`src/rtl/systolic_feeder_pkg.sv`:
```
// Shared state encoding, default widths and row types for the systolic feeder slice.
// feed_len gives the number of skewed feed steps needed to flush a DIM x DIM product.
package systolic_pkg;

  typedef enum logic [1:0] {IDLE, CLEAR, FEED, DRAIN} feeder_state_e;

  localparam int DEF_BITS_AB = 8;
  localparam int DEF_BITS_C  = 16;
  localparam int DEF_DIM     = 8;

  typedef logic signed [DEF_BITS_AB-1:0] ab_elem_t;
  typedef logic signed [DEF_BITS_C-1:0]  c_elem_t;
  typedef ab_elem_t [DEF_DIM-1:0]        ab_row_t;
  typedef c_elem_t  [DEF_DIM-1:0]        c_row_t;

  function automatic int feed_len(input int dim);
    return 3 * dim - 2;
  endfunction

endpackage

```
`src/rtl/systolic_feeder_if.sv`:
```
// Loader, array and result-stream signals of the feeder. The master view is the feeder;
// the slave view is the loader/array/consumer side. A handshake takes place on res_valid & res_ready.
interface systolic_feeder_if #(
  parameter int BITS_AB = 8,
  parameter int BITS_C  = 16,
  parameter int DIM     = 8
);
  localparam int RW = $clog2(DIM);

  logic                        ld_en;
  logic                        ld_sel;
  logic [RW-1:0]               ld_idx;
  logic [DIM*BITS_AB-1:0]      ld_data;
  logic                        start;
  logic                        busy;
  logic                        done;
  logic                        arr_en;
  logic                        arr_WrEn;
  logic [DIM-1:0][BITS_AB-1:0] arr_A;
  logic [DIM-1:0][BITS_AB-1:0] arr_B;
  logic [DIM-1:0][BITS_C-1:0]  arr_Cin;
  logic [RW-1:0]               arr_Crow;
  logic [DIM-1:0][BITS_C-1:0]  arr_Cout;
  logic                        res_valid;
  logic                        res_ready;
  logic [RW-1:0]               res_row;
  logic [DIM-1:0][BITS_C-1:0]  res_data;

  modport master (
    input  ld_en, ld_sel, ld_idx, ld_data, start, arr_Cout, res_ready,
    output busy, done, arr_en, arr_WrEn, arr_A, arr_B, arr_Cin, arr_Crow,
           res_valid, res_row, res_data
  );

  modport slave (
    output ld_en, ld_sel, ld_idx, ld_data, start, arr_Cout, res_ready,
    input  busy, done, arr_en, arr_WrEn, arr_A, arr_B, arr_Cin, arr_Crow,
           res_valid, res_row, res_data
  );

endinterface

```
`src/rtl/systolic_feeder_skew_buf.sv`:
```
// DIM x DIM operand register file that presents the diagonal slice for feed step t.
// Writes land on the clock edge; the slice is combinational from the stored rows and t.
module systolic_skew_buf #(
  parameter int DIM       = 8,
  parameter int BITS      = 8,
  parameter int TW        = 5,
  parameter bit TRANSPOSE = 1'b0
) (
  input  logic                     clk,
  input  logic                     rst,
  input  logic                     we,
  input  logic [$clog2(DIM)-1:0]   widx,
  input  logic [DIM-1:0][BITS-1:0] wdata,
  input  logic [TW-1:0]            t,
  output logic [DIM-1:0][BITS-1:0] slice
);

  logic [DIM-1:0][BITS-1:0] mem [DIM];

  always_ff @(posedge clk or posedge rst) begin
    if (rst) begin
      for (int i = 0; i < DIM; i++) mem[i] <= '0;
    end else if (we) begin
      mem[widx] <= wdata;
    end
  end

  // Lane i carries element k where i + k == t; lanes outside the wavefront stay zero.
  always_comb begin
    slice = '0;
    for (int i = 0; i < DIM; i++) begin
      for (int k = 0; k < DIM; k++) begin
        if (int'(t) == i + k) slice[i] = TRANSPOSE ? mem[k][i] : mem[i][k];
      end
    end
  end

endmodule

```
`src/rtl/systolic_feeder.sv`:
```
// Drives the systolic MAC array: clear accumulators, stream skewed A/B, drain C rows.
// First result row 4*DIM-1 edges after start; a row holds while res_ready is low.
module systolic_feeder
  import systolic_pkg::*;
#(
  parameter int BITS_AB = 8,
  parameter int BITS_C  = 16,
  parameter int DIM     = 8
) (
  input logic              clk,
  input logic              rst,
  systolic_feeder_if.master bus
);

  localparam int FLEN = feed_len(DIM);
  localparam int RW   = $clog2(DIM);
  localparam int CW   = $clog2(FLEN);

  feeder_state_e state, state_nxt;
  logic [CW-1:0] cnt, cnt_nxt;
  logic          done_q, done_nxt;
  logic          idle, a_we, b_we;
  logic          arr_en, arr_wren, res_valid;
  logic [RW-1:0] crow;
  logic [DIM-1:0][BITS_AB-1:0] a_slice, b_slice;

  assign idle = (state == IDLE);
  assign a_we = idle & bus.ld_en & ~bus.ld_sel;
  assign b_we = idle & bus.ld_en & bus.ld_sel;

  systolic_skew_buf #(.DIM(DIM), .BITS(BITS_AB), .TW(CW), .TRANSPOSE(1'b0)) u_abuf (
    .clk(clk), .rst(rst), .we(a_we), .widx(bus.ld_idx), .wdata(bus.ld_data),
    .t(cnt), .slice(a_slice)
  );

  systolic_skew_buf #(.DIM(DIM), .BITS(BITS_AB), .TW(CW), .TRANSPOSE(1'b1)) u_bbuf (
    .clk(clk), .rst(rst), .we(b_we), .widx(bus.ld_idx), .wdata(bus.ld_data),
    .t(cnt), .slice(b_slice)
  );

  always_ff @(posedge clk or posedge rst) begin
    if (rst) begin
      state  <= IDLE;
      cnt    <= '0;
      done_q <= 1'b0;
    end else begin
      state  <= state_nxt;
      cnt    <= cnt_nxt;
      done_q <= done_nxt;
    end
  end

  always_comb begin
    state_nxt = state;
    cnt_nxt   = cnt;
    done_nxt  = 1'b0;
    arr_en    = 1'b0;
    arr_wren  = 1'b0;
    res_valid = 1'b0;
    crow      = '0;
    unique case (state)
      IDLE: begin
        if (bus.start) begin
          state_nxt = CLEAR;
          cnt_nxt   = '0;
        end
      end
      CLEAR: begin
        arr_wren = 1'b1;
        crow     = cnt[RW-1:0];
        if (cnt == CW'(DIM - 1)) begin
          state_nxt = FEED;
          cnt_nxt   = '0;
        end else begin
          cnt_nxt = cnt + 1'b1;
        end
      end
      FEED: begin
        arr_en = 1'b1;
        if (cnt == CW'(FLEN - 1)) begin
          state_nxt = DRAIN;
          cnt_nxt   = '0;
        end else begin
          cnt_nxt = cnt + 1'b1;
        end
      end
      DRAIN: begin
        res_valid = 1'b1;
        crow      = cnt[RW-1:0];
        if (bus.res_ready) begin
          if (cnt == CW'(DIM - 1)) begin
            state_nxt = IDLE;
            cnt_nxt   = '0;
            done_nxt  = 1'b1;
          end else begin
            cnt_nxt = cnt + 1'b1;
          end
        end
      end
      default: state_nxt = IDLE;
    endcase
  end

  // Operand lanes are forced to zero outside FEED so the array sees no stray data.
  assign bus.arr_A     = (state == FEED) ? a_slice : '0;
  assign bus.arr_B     = (state == FEED) ? b_slice : '0;
  assign bus.arr_en    = arr_en;
  assign bus.arr_WrEn  = arr_wren;
  assign bus.arr_Cin   = '0;
  assign bus.arr_Crow  = crow;
  assign bus.res_valid = res_valid;
  assign bus.res_row   = res_valid ? crow : '0;
  assign bus.res_data  = res_valid ? bus.arr_Cout : '0;
  assign bus.busy      = ~idle;
  assign bus.done      = done_q;

endmodule

```
`src/flat_wrapper.sv`:
```
// flat-port wrapper written by rule: the top's interface ports become plain ports
module systolic_feeder_flat import systolic_pkg::*;
#(
  parameter int BITS_AB = 8,
  parameter int BITS_C  = 16,
  parameter int DIM     = 8
)
  (clk, rst, bus_ld_en, bus_ld_sel, bus_ld_idx, bus_ld_data, bus_start, bus_arr_Cout, bus_res_ready, bus_busy, bus_done, bus_arr_en, bus_arr_WrEn, bus_arr_A, bus_arr_B, bus_arr_Cin, bus_arr_Crow, bus_res_valid, bus_res_row, bus_res_data);
  systolic_feeder_if #(.BITS_AB(BITS_AB), .BITS_C(BITS_C), .DIM(DIM)) bus_i ();
  input logic clk;
  input logic rst;
  input wire logic [$bits(bus_i.ld_en)-1:0] bus_ld_en;
  input wire logic [$bits(bus_i.ld_sel)-1:0] bus_ld_sel;
  input wire logic [$bits(bus_i.ld_idx)-1:0] bus_ld_idx;
  input wire logic [$bits(bus_i.ld_data)-1:0] bus_ld_data;
  input wire logic [$bits(bus_i.start)-1:0] bus_start;
  input wire logic [$bits(bus_i.arr_Cout)-1:0] bus_arr_Cout;
  input wire logic [$bits(bus_i.res_ready)-1:0] bus_res_ready;
  output wire logic [$bits(bus_i.busy)-1:0] bus_busy;
  output wire logic [$bits(bus_i.done)-1:0] bus_done;
  output wire logic [$bits(bus_i.arr_en)-1:0] bus_arr_en;
  output wire logic [$bits(bus_i.arr_WrEn)-1:0] bus_arr_WrEn;
  output wire logic [$bits(bus_i.arr_A)-1:0] bus_arr_A;
  output wire logic [$bits(bus_i.arr_B)-1:0] bus_arr_B;
  output wire logic [$bits(bus_i.arr_Cin)-1:0] bus_arr_Cin;
  output wire logic [$bits(bus_i.arr_Crow)-1:0] bus_arr_Crow;
  output wire logic [$bits(bus_i.res_valid)-1:0] bus_res_valid;
  output wire logic [$bits(bus_i.res_row)-1:0] bus_res_row;
  output wire logic [$bits(bus_i.res_data)-1:0] bus_res_data;
  assign bus_i.ld_en = bus_ld_en;
  assign bus_i.ld_sel = bus_ld_sel;
  assign bus_i.ld_idx = bus_ld_idx;
  assign bus_i.ld_data = bus_ld_data;
  assign bus_i.start = bus_start;
  assign bus_i.arr_Cout = bus_arr_Cout;
  assign bus_i.res_ready = bus_res_ready;
  assign bus_busy = bus_i.busy;
  assign bus_done = bus_i.done;
  assign bus_arr_en = bus_i.arr_en;
  assign bus_arr_WrEn = bus_i.arr_WrEn;
  assign bus_arr_A = bus_i.arr_A;
  assign bus_arr_B = bus_i.arr_B;
  assign bus_arr_Cin = bus_i.arr_Cin;
  assign bus_arr_Crow = bus_i.arr_Crow;
  assign bus_res_valid = bus_i.res_valid;
  assign bus_res_row = bus_i.res_row;
  assign bus_res_data = bus_i.res_data;
  systolic_feeder #(.BITS_AB(BITS_AB), .BITS_C(BITS_C), .DIM(DIM)) u_core (.clk(clk), .rst(rst), .bus(bus_i));
endmodule
```
`config.mk`:
```
export PLATFORM = sky130hd
export DESIGN_NAME = systolic_feeder_flat
export DESIGN_NICKNAME = d
export VERILOG_FILES = /design/src/rtl/systolic_feeder_pkg.sv /design/src/rtl/systolic_feeder_if.sv /design/src/rtl/systolic_feeder_skew_buf.sv /design/src/rtl/systolic_feeder.sv /design/src/flat_wrapper.sv
export SDC_FILE = /design/constraint.sdc
export NUM_CORES = 2
export LEC_CHECK = 0
export BUFFER_PORTS_ARGS = -buffer_cell sky130_fd_sc_hd__buf_2
export CORE_MARGIN = 2
export CORE_UTILIZATION = 40
export CTS_CLUSTER_DIAMETER = 200
export DETAILED_ROUTE_END_ITERATION = 8
export HOLD_SLACK_MARGIN = 0.12
export PLACE_DENSITY_LB_ADDON = 0.1
export SYNTH_ARGS = -nofsm -noshare
export SYNTH_HDL_FRONTEND = slang
export SYNTH_SLANG_ARGS = --single-unit
```
`constraint.sdc`:
```
create_clock -name clk -period 30.8 [get_ports clk]
set_input_delay 1.54 -clock clk [delete_from_list [all_inputs] [get_ports clk]]
set_output_delay 1.54 -clock clk [all_outputs]
set_load 0.005 [all_outputs]
```
# Yosys cells after proc, flatten, opt, wreduce, memory -nomap -nowiden

Index checks and enable logic that the tools add are counted.

Register bits after elaboration: 1,032
Output and inout bits: 395
Logic and storage cells: 324
Input port bits: 201

Add/sub/neg operators: 1
Muxes and demuxes: 154
Magnitude comparators: 2
Eq/ne operators: 24
Reductions and logical operators: 6
Bitwise operators: 6

Operators by type and width:

| kind                                                       | count |
|---|---|
| bitwise mux 512 bit                                        | 2 |
| two-way mux 8 bit                                          | 128 |
| demux 64 bit (select 3 bit)                                | 1 |
| two-way mux 64 bit                                         | 3 |
| two-way mux 128 bit                                        | 1 |
| equality test 5 bit, second input constant                 | 8 |
| equality test 5 x 4 -> 1 bit, second input constant        | 4 |
| two-way mux 5 bit                                          | 4 |
| one-hot mux 5 bit (4 select lines)                         | 1 |
| equality test 5 x 3 -> 1 bit, second input constant        | 3 |
| two-way mux 2 bit                                          | 5 |
| one-hot mux 2 bit (4 select lines)                         | 1 |
| two-way mux 1 bit                                          | 6 |
| two-way mux 3 bit                                          | 2 |
| inequality test 2 x 1 -> 1 bit, second input constant      | 3 |
| adder 5 x 1 -> 5 bit, second input constant                | 1 |
| equality test 5 x 2 -> 1 bit, second input constant        | 1 |
| zero test 5 bit                                            | 1 |
| AND reduction 5 bit                                        | 1 |
| equality test 2 bit, second input constant                 | 2 |
| greater-or-equal comparator 4 bit, second input constant   | 1 |
| less-than comparator 4 x 1 -> 1 bit, second input constant | 1 |
| inequality test 2 bit, second input constant               | 2 |
| NOT 3 -> 4 bit                                             | 1 |
| other kinds (7)                                            | 10 |

# Depth between registers and ports, before layout

Word-level depth: 10
Gate-level depth with buffers: 11
Mapped depth without buffers: 7

# Hierarchy

From an unflattened synthesis, not the netlist that was laid out.

Cell total of the unflattened synthesis: 4,107
Area, all modules: 50,272.0 um^2

By module, submodules not included:

| module                            | times used | seq. area each (um^2) | area an instance (um^2) | cells an instance |
|---|---|---|---|---|
| systolic_skew_buf (u_core.u_bbuf) | 1          | 12,812.3              | 23,645.2                | 1,835 |
| systolic_skew_buf (u_core.u_abuf) | 1          | 12,812.3              | 23,366.2                | 1,789 |
| systolic_feeder                   | 1          | 200.2                 | 3,260.6                 | 483 |

# Worst setup path before layout

No wires, ideal clock.

Path kind: reg-to-output
From: reg u_core.cnt[0]
To: out bus_arr_B[24]
Setup slack: 27,138 ps
Cell stages (with the launch flop): 10
Data arrival time: 2,122 ps
Required time: 29,260 ps
Buffers on the path: 3
Cell sequence: dfrtp_1 -> inv_1 -> ha_1 -> buf_2 -> clkbuf_1 -> clkbuf_1 -> a21oi_1 -> o22ai_1 -> o221ai_1 -> a221oi_1

Cells in the longest elaborated chain, start to end: 10
Elaborated cells on any way between the ends: 17
Classes of those cells: eq/ne (8); mux (9)

Ends and longest elaborated chain:

| element                        | line                           | text |
|---|---|---|
| start, declared                | systolic_feeder.sv:20          | `logic [CW-1:0] cnt, cnt_nxt;` |
| start signal, assigned         | systolic_feeder.sv:48          | `cnt <= cnt_nxt;` |
| equality test 5 x 3 -> 1 bit   | systolic_feeder_skew_buf.sv:33 | `if (int'(t) == i + k) slice[i] = TRANSPOSE ? mem[k][i] : mem[i][k];` |
| two-way mux 8 bit (7 in a row) | systolic_feeder_skew_buf.sv:33 |  |
| two-way mux 8 bit (*)          | systolic_feeder_skew_buf.sv:33 |  |
| two-way mux 64 bit (*)         | systolic_feeder.sv:106         | `assign bus.arr_B = (state == FEED) ? b_slice : '0;` |
| end, declared                  | flat_wrapper.sv:24             | `output wire logic [$bits(bus_i.arr_B)-1:0] bus_arr_B;` |

Every way passes the cells marked *; elsewhere a longest branch is shown, timed or not.

# Worst setup path after layout

From: reg u_core.cnt[1]
To: out bus_arr_B[39]

Cells in the longest elaborated chain, start to end: 10
Elaborated cells on any way between the ends: 17
Classes of those cells: eq/ne (8); mux (9)

Ends and longest elaborated chain:

| element                        | line |
|---|---|
| equality test 5 x 4 -> 1 bit   | systolic_feeder_skew_buf.sv:33 |
| two-way mux 8 bit (7 in a row) | systolic_feeder_skew_buf.sv:33 |
| two-way mux 8 bit (*)          | systolic_feeder_skew_buf.sv:33 |
| two-way mux 64 bit (*)         | systolic_feeder.sv:106 |

Marks and branches as above.

==> impl_metrics.toml <==
[yosys]
synth_edf_count = 0
synth_area_leaders = "dfrtp_1 51%, mux2_2 22%, a21oi_1 2.8%, o21ai_0 2.1%, buf_4 2.0%"
synthDistinctLibCells = 80
syn_inst = 4299
netlist_area_um2 = 50500
synth_common_cells = "1,032 x dfrtp_1, 1,006 x mux2_2, 281 x a21oi_1"
synthFlopType = "dfrtp_1"
synth_top_area_share_pct = 51.1
ys_async_sr_fraction_pct = 100
avgSynthCellArea_um2 = 11.7
ys_warn_count = 0
synth_largest_area_cell = "dfrtp_1"
synth-seq-cells = 1032
seq_area_frac_synth_pct = 51.1
synth.most_common_cell = "dfrtp_1"

[cells_and_area]
drive_gt1_share_pct = 39.4
seqCellArea_um2 = 25800
fin_util_pct = 45.9
multi_input_area_um2 = 22500
stdcell_area_um2 = 57600
syn_to_final_growth_pct = 14.0
fin_nets = 4754
num-fill-cells = 11824

[global_route]
grt_pass1_wl_mm = 312
grt_pass1_vias = 37801
grt.overflow.total = 0
antenna_found_initial = 61
grt_usage_pct = 33.9
grt_start_max_net_pins = 161

[floorplan]
fp.dieW_um = 359
rows = 130
core-area_um2 = 125000
die_h_um = 359
start_util_pct = 40.3
dieArea_um2 = 129000
pin_count = 596

[sta]
rsz0062_at_grt = "false"
setup_tns_ns = 0
maxSlewViolCount = 0
fin_crit_ns = 7.12
fin_skew_ns = 0.0181
fmax_mhz = 140
whs_ns = 0.497
tightest_slew_ns = 1.28
slew_headroom_pct = 14.5
min_period_over_period_pct = 23.1
hold_violations = 0
setup_viol = 0

[critical_path]
worstSetupPathType = "reg2out"
cp.required_ns = 29.26
path_max_fanout = 47
max_stage_delay_ns = 1.03
end_kind = "output pin"
start_kind = "flip-flop"
path_cells = "inv_1 -> ha_4 -> buf_4 -> buf_4 -> or2_2 -> a21oi_1 -> o32ai_1 -> a21oi_1 -> nor3_1 -> buf_2"
critPathSlowestCell = "or2_2"
ff2ff_setup_slack_ns = 26.19
critPathArrivalTime_ns = 5.58

[outcome]
status = "completed"

[placed_design]
dpl.hpwl_mm = 143
routabilityCongestion = 0.996
placed_cell_area_um2 = 53600
io_buffers = 467

[min_path]
hp-class = "reg2reg"

[clocking]
clkSinkCount = 1032
cts_setup_buffers = 0
clk_path_buf_depth = 3
cts_tree = "done"
clock_latency_ns = 0.71
cts_root_buffer = "clkbuf_16"
clkTransAtPathRegs_ns = 0.06
holdBufCountCts = 0
h-tree-depth = 3
numCtsBuffers = 117
cts_resized = 0

[detailed_routing]
num_vias = 39561
via_per_inst = 6.26
routed_wl_mm = 225
ant_nets = 0
drtIter0Drc = 4426
dr.pass1.iters = 7
drc = 0
routedWlPerCell_um = 35.7

[pwr]
power_density_nw_per_um2 = 55.9
p_leak_nw = 28.0
irDropWorstVdd_mv = 0.0435

[flow_run]
drv_cap = 0
-- cell families (layout without fill, tap and decap cells) --
group / count (synthesis) / after routing / share of synthesized area [%]
flip-flops: 1032 / 1032 / 51.1
buffers and inverters: 585 / 795 / 5.78
adder cells (fa/ha/maj): 9 / 9 / 0.223
multiplexers: 1014 / 1014 / 22.6
other: 1 / 160 / 0.00743
AO/OA/AOI/OAI: 1030 / 1030 / 13.6
AND/OR/NAND/NOR: 628 / 628 / 6.64
-- state kept, by name (all words and copies together), names as in the netlist --
register	flops
u_core.bus.done	1
u_core.cnt	5
u_core.state	2
u_core.u_bbuf.mem	512
u_core.u_abuf.mem	512
-- power breakdown --
part | total [mW] | internal (mW) | switching, mW
Combinational | 0.427 | 0.0986 | 0.328
Sequential | 1.36 | 1.36 | 0.00167
Clock | 1.43 | 0.844 | 0.589
Total | 3.22 | 2.30 | 0.918
-- per-stage QoR --
step,total power [mW],worst slack (ns),std cells
after detailed placement,1.80,24.49,6075
after global placement,1.80,24.58,6075
after CTS,3.23,23.71,6286
after floorplan,1.60,0.217,4426
final,3.22,23.68,6318
after global routing,3.30,23.43,6300
-- placed cells by master, fill, tap and decap left out, drive strengths merged, types with 17 or more instances in the layout --
cell type | Yosys | layout
a211oi | 30 | 30
a21oi | 281 | 281
a221o | 21 | 21
a221oi | 107 | 107
a222oi | 17 | 17
a22oi | 32 | 32
a31oi | 19 | 19
and2 | 138 | 138
and3 | 32 | 32
buf | 303 | 554
clkbuf | 252 | 178
clkinv | 1 | 24
conb | 1 | 128
dfrtp | 1032 | 1032
diode | 0 | 32
inv | 29 | 29
mux2 | 1013 | 1013
nand2 | 144 | 144
nand3 | 42 | 42
nor2 | 142 | 142
nor2b | 18 | 18
nor3 | 20 | 20
o211ai | 42 | 42
o21ai | 211 | 211
o221a | 21 | 21
o221ai | 40 | 40
o22ai | 90 | 90
-- metal layers --
layer | GRT usage [%] | vias to the layer above | wire, um
met2 | 51.5 | 2008 | 100000
met3 | 7.08 | 419 | 19300
met4 | 16.9 | 26 | 11900
li1 | - | 16052 | -
met5 | 0 | - | 161
met1 | 46.1 | 21056 | 93700
-- path summary, 6_finish.rpt --
kind | end | cells past startpoint | from
worst min-delay path | u_core.u_abuf.mem[447] | 1 | u_core.u_abuf.mem[447]
worst max register to register | u_core.u_bbuf.mem[405] | 8 | u_core.state[0]
max in group asynchronous | u_core.u_bbuf.mem[2] | 6 | rst
worst min register to register | u_core.u_abuf.mem[447] | 1 | u_core.u_abuf.mem[447]
min in group asynchronous | u_core.u_bbuf.mem[208] | 2 | rst
worst max-delay path | bus_arr_B[39] | 10 | u_core.cnt[1]
-- layout make-up --
cell class              instances  area share [%]
well taps                    1650            3.59
multi-input cells            2809            39.2
inverters                      30           0.211
diodes                         32           0.139
flip-flops and latches       1032            44.9
clock buffers                 178            6.10
clock inverters                33           0.650
repair buffers                554            5.26
-- worst max-delay path: cells and delay by family (launching register included) --
| family | cells | cell delay [ns] |
|---|---|---|
| AOI/OAI and AO/OA | 3 | 0.31 |
| adders and majority gates | 1 | 0.52 |
| buffers and inverters | 4 | 1.67 |
| DFF | 1 | 0.46 |
| and+or+nand+nor | 2 | 1.75 |
Note: power is estimated with default switching activity, not from simulation.
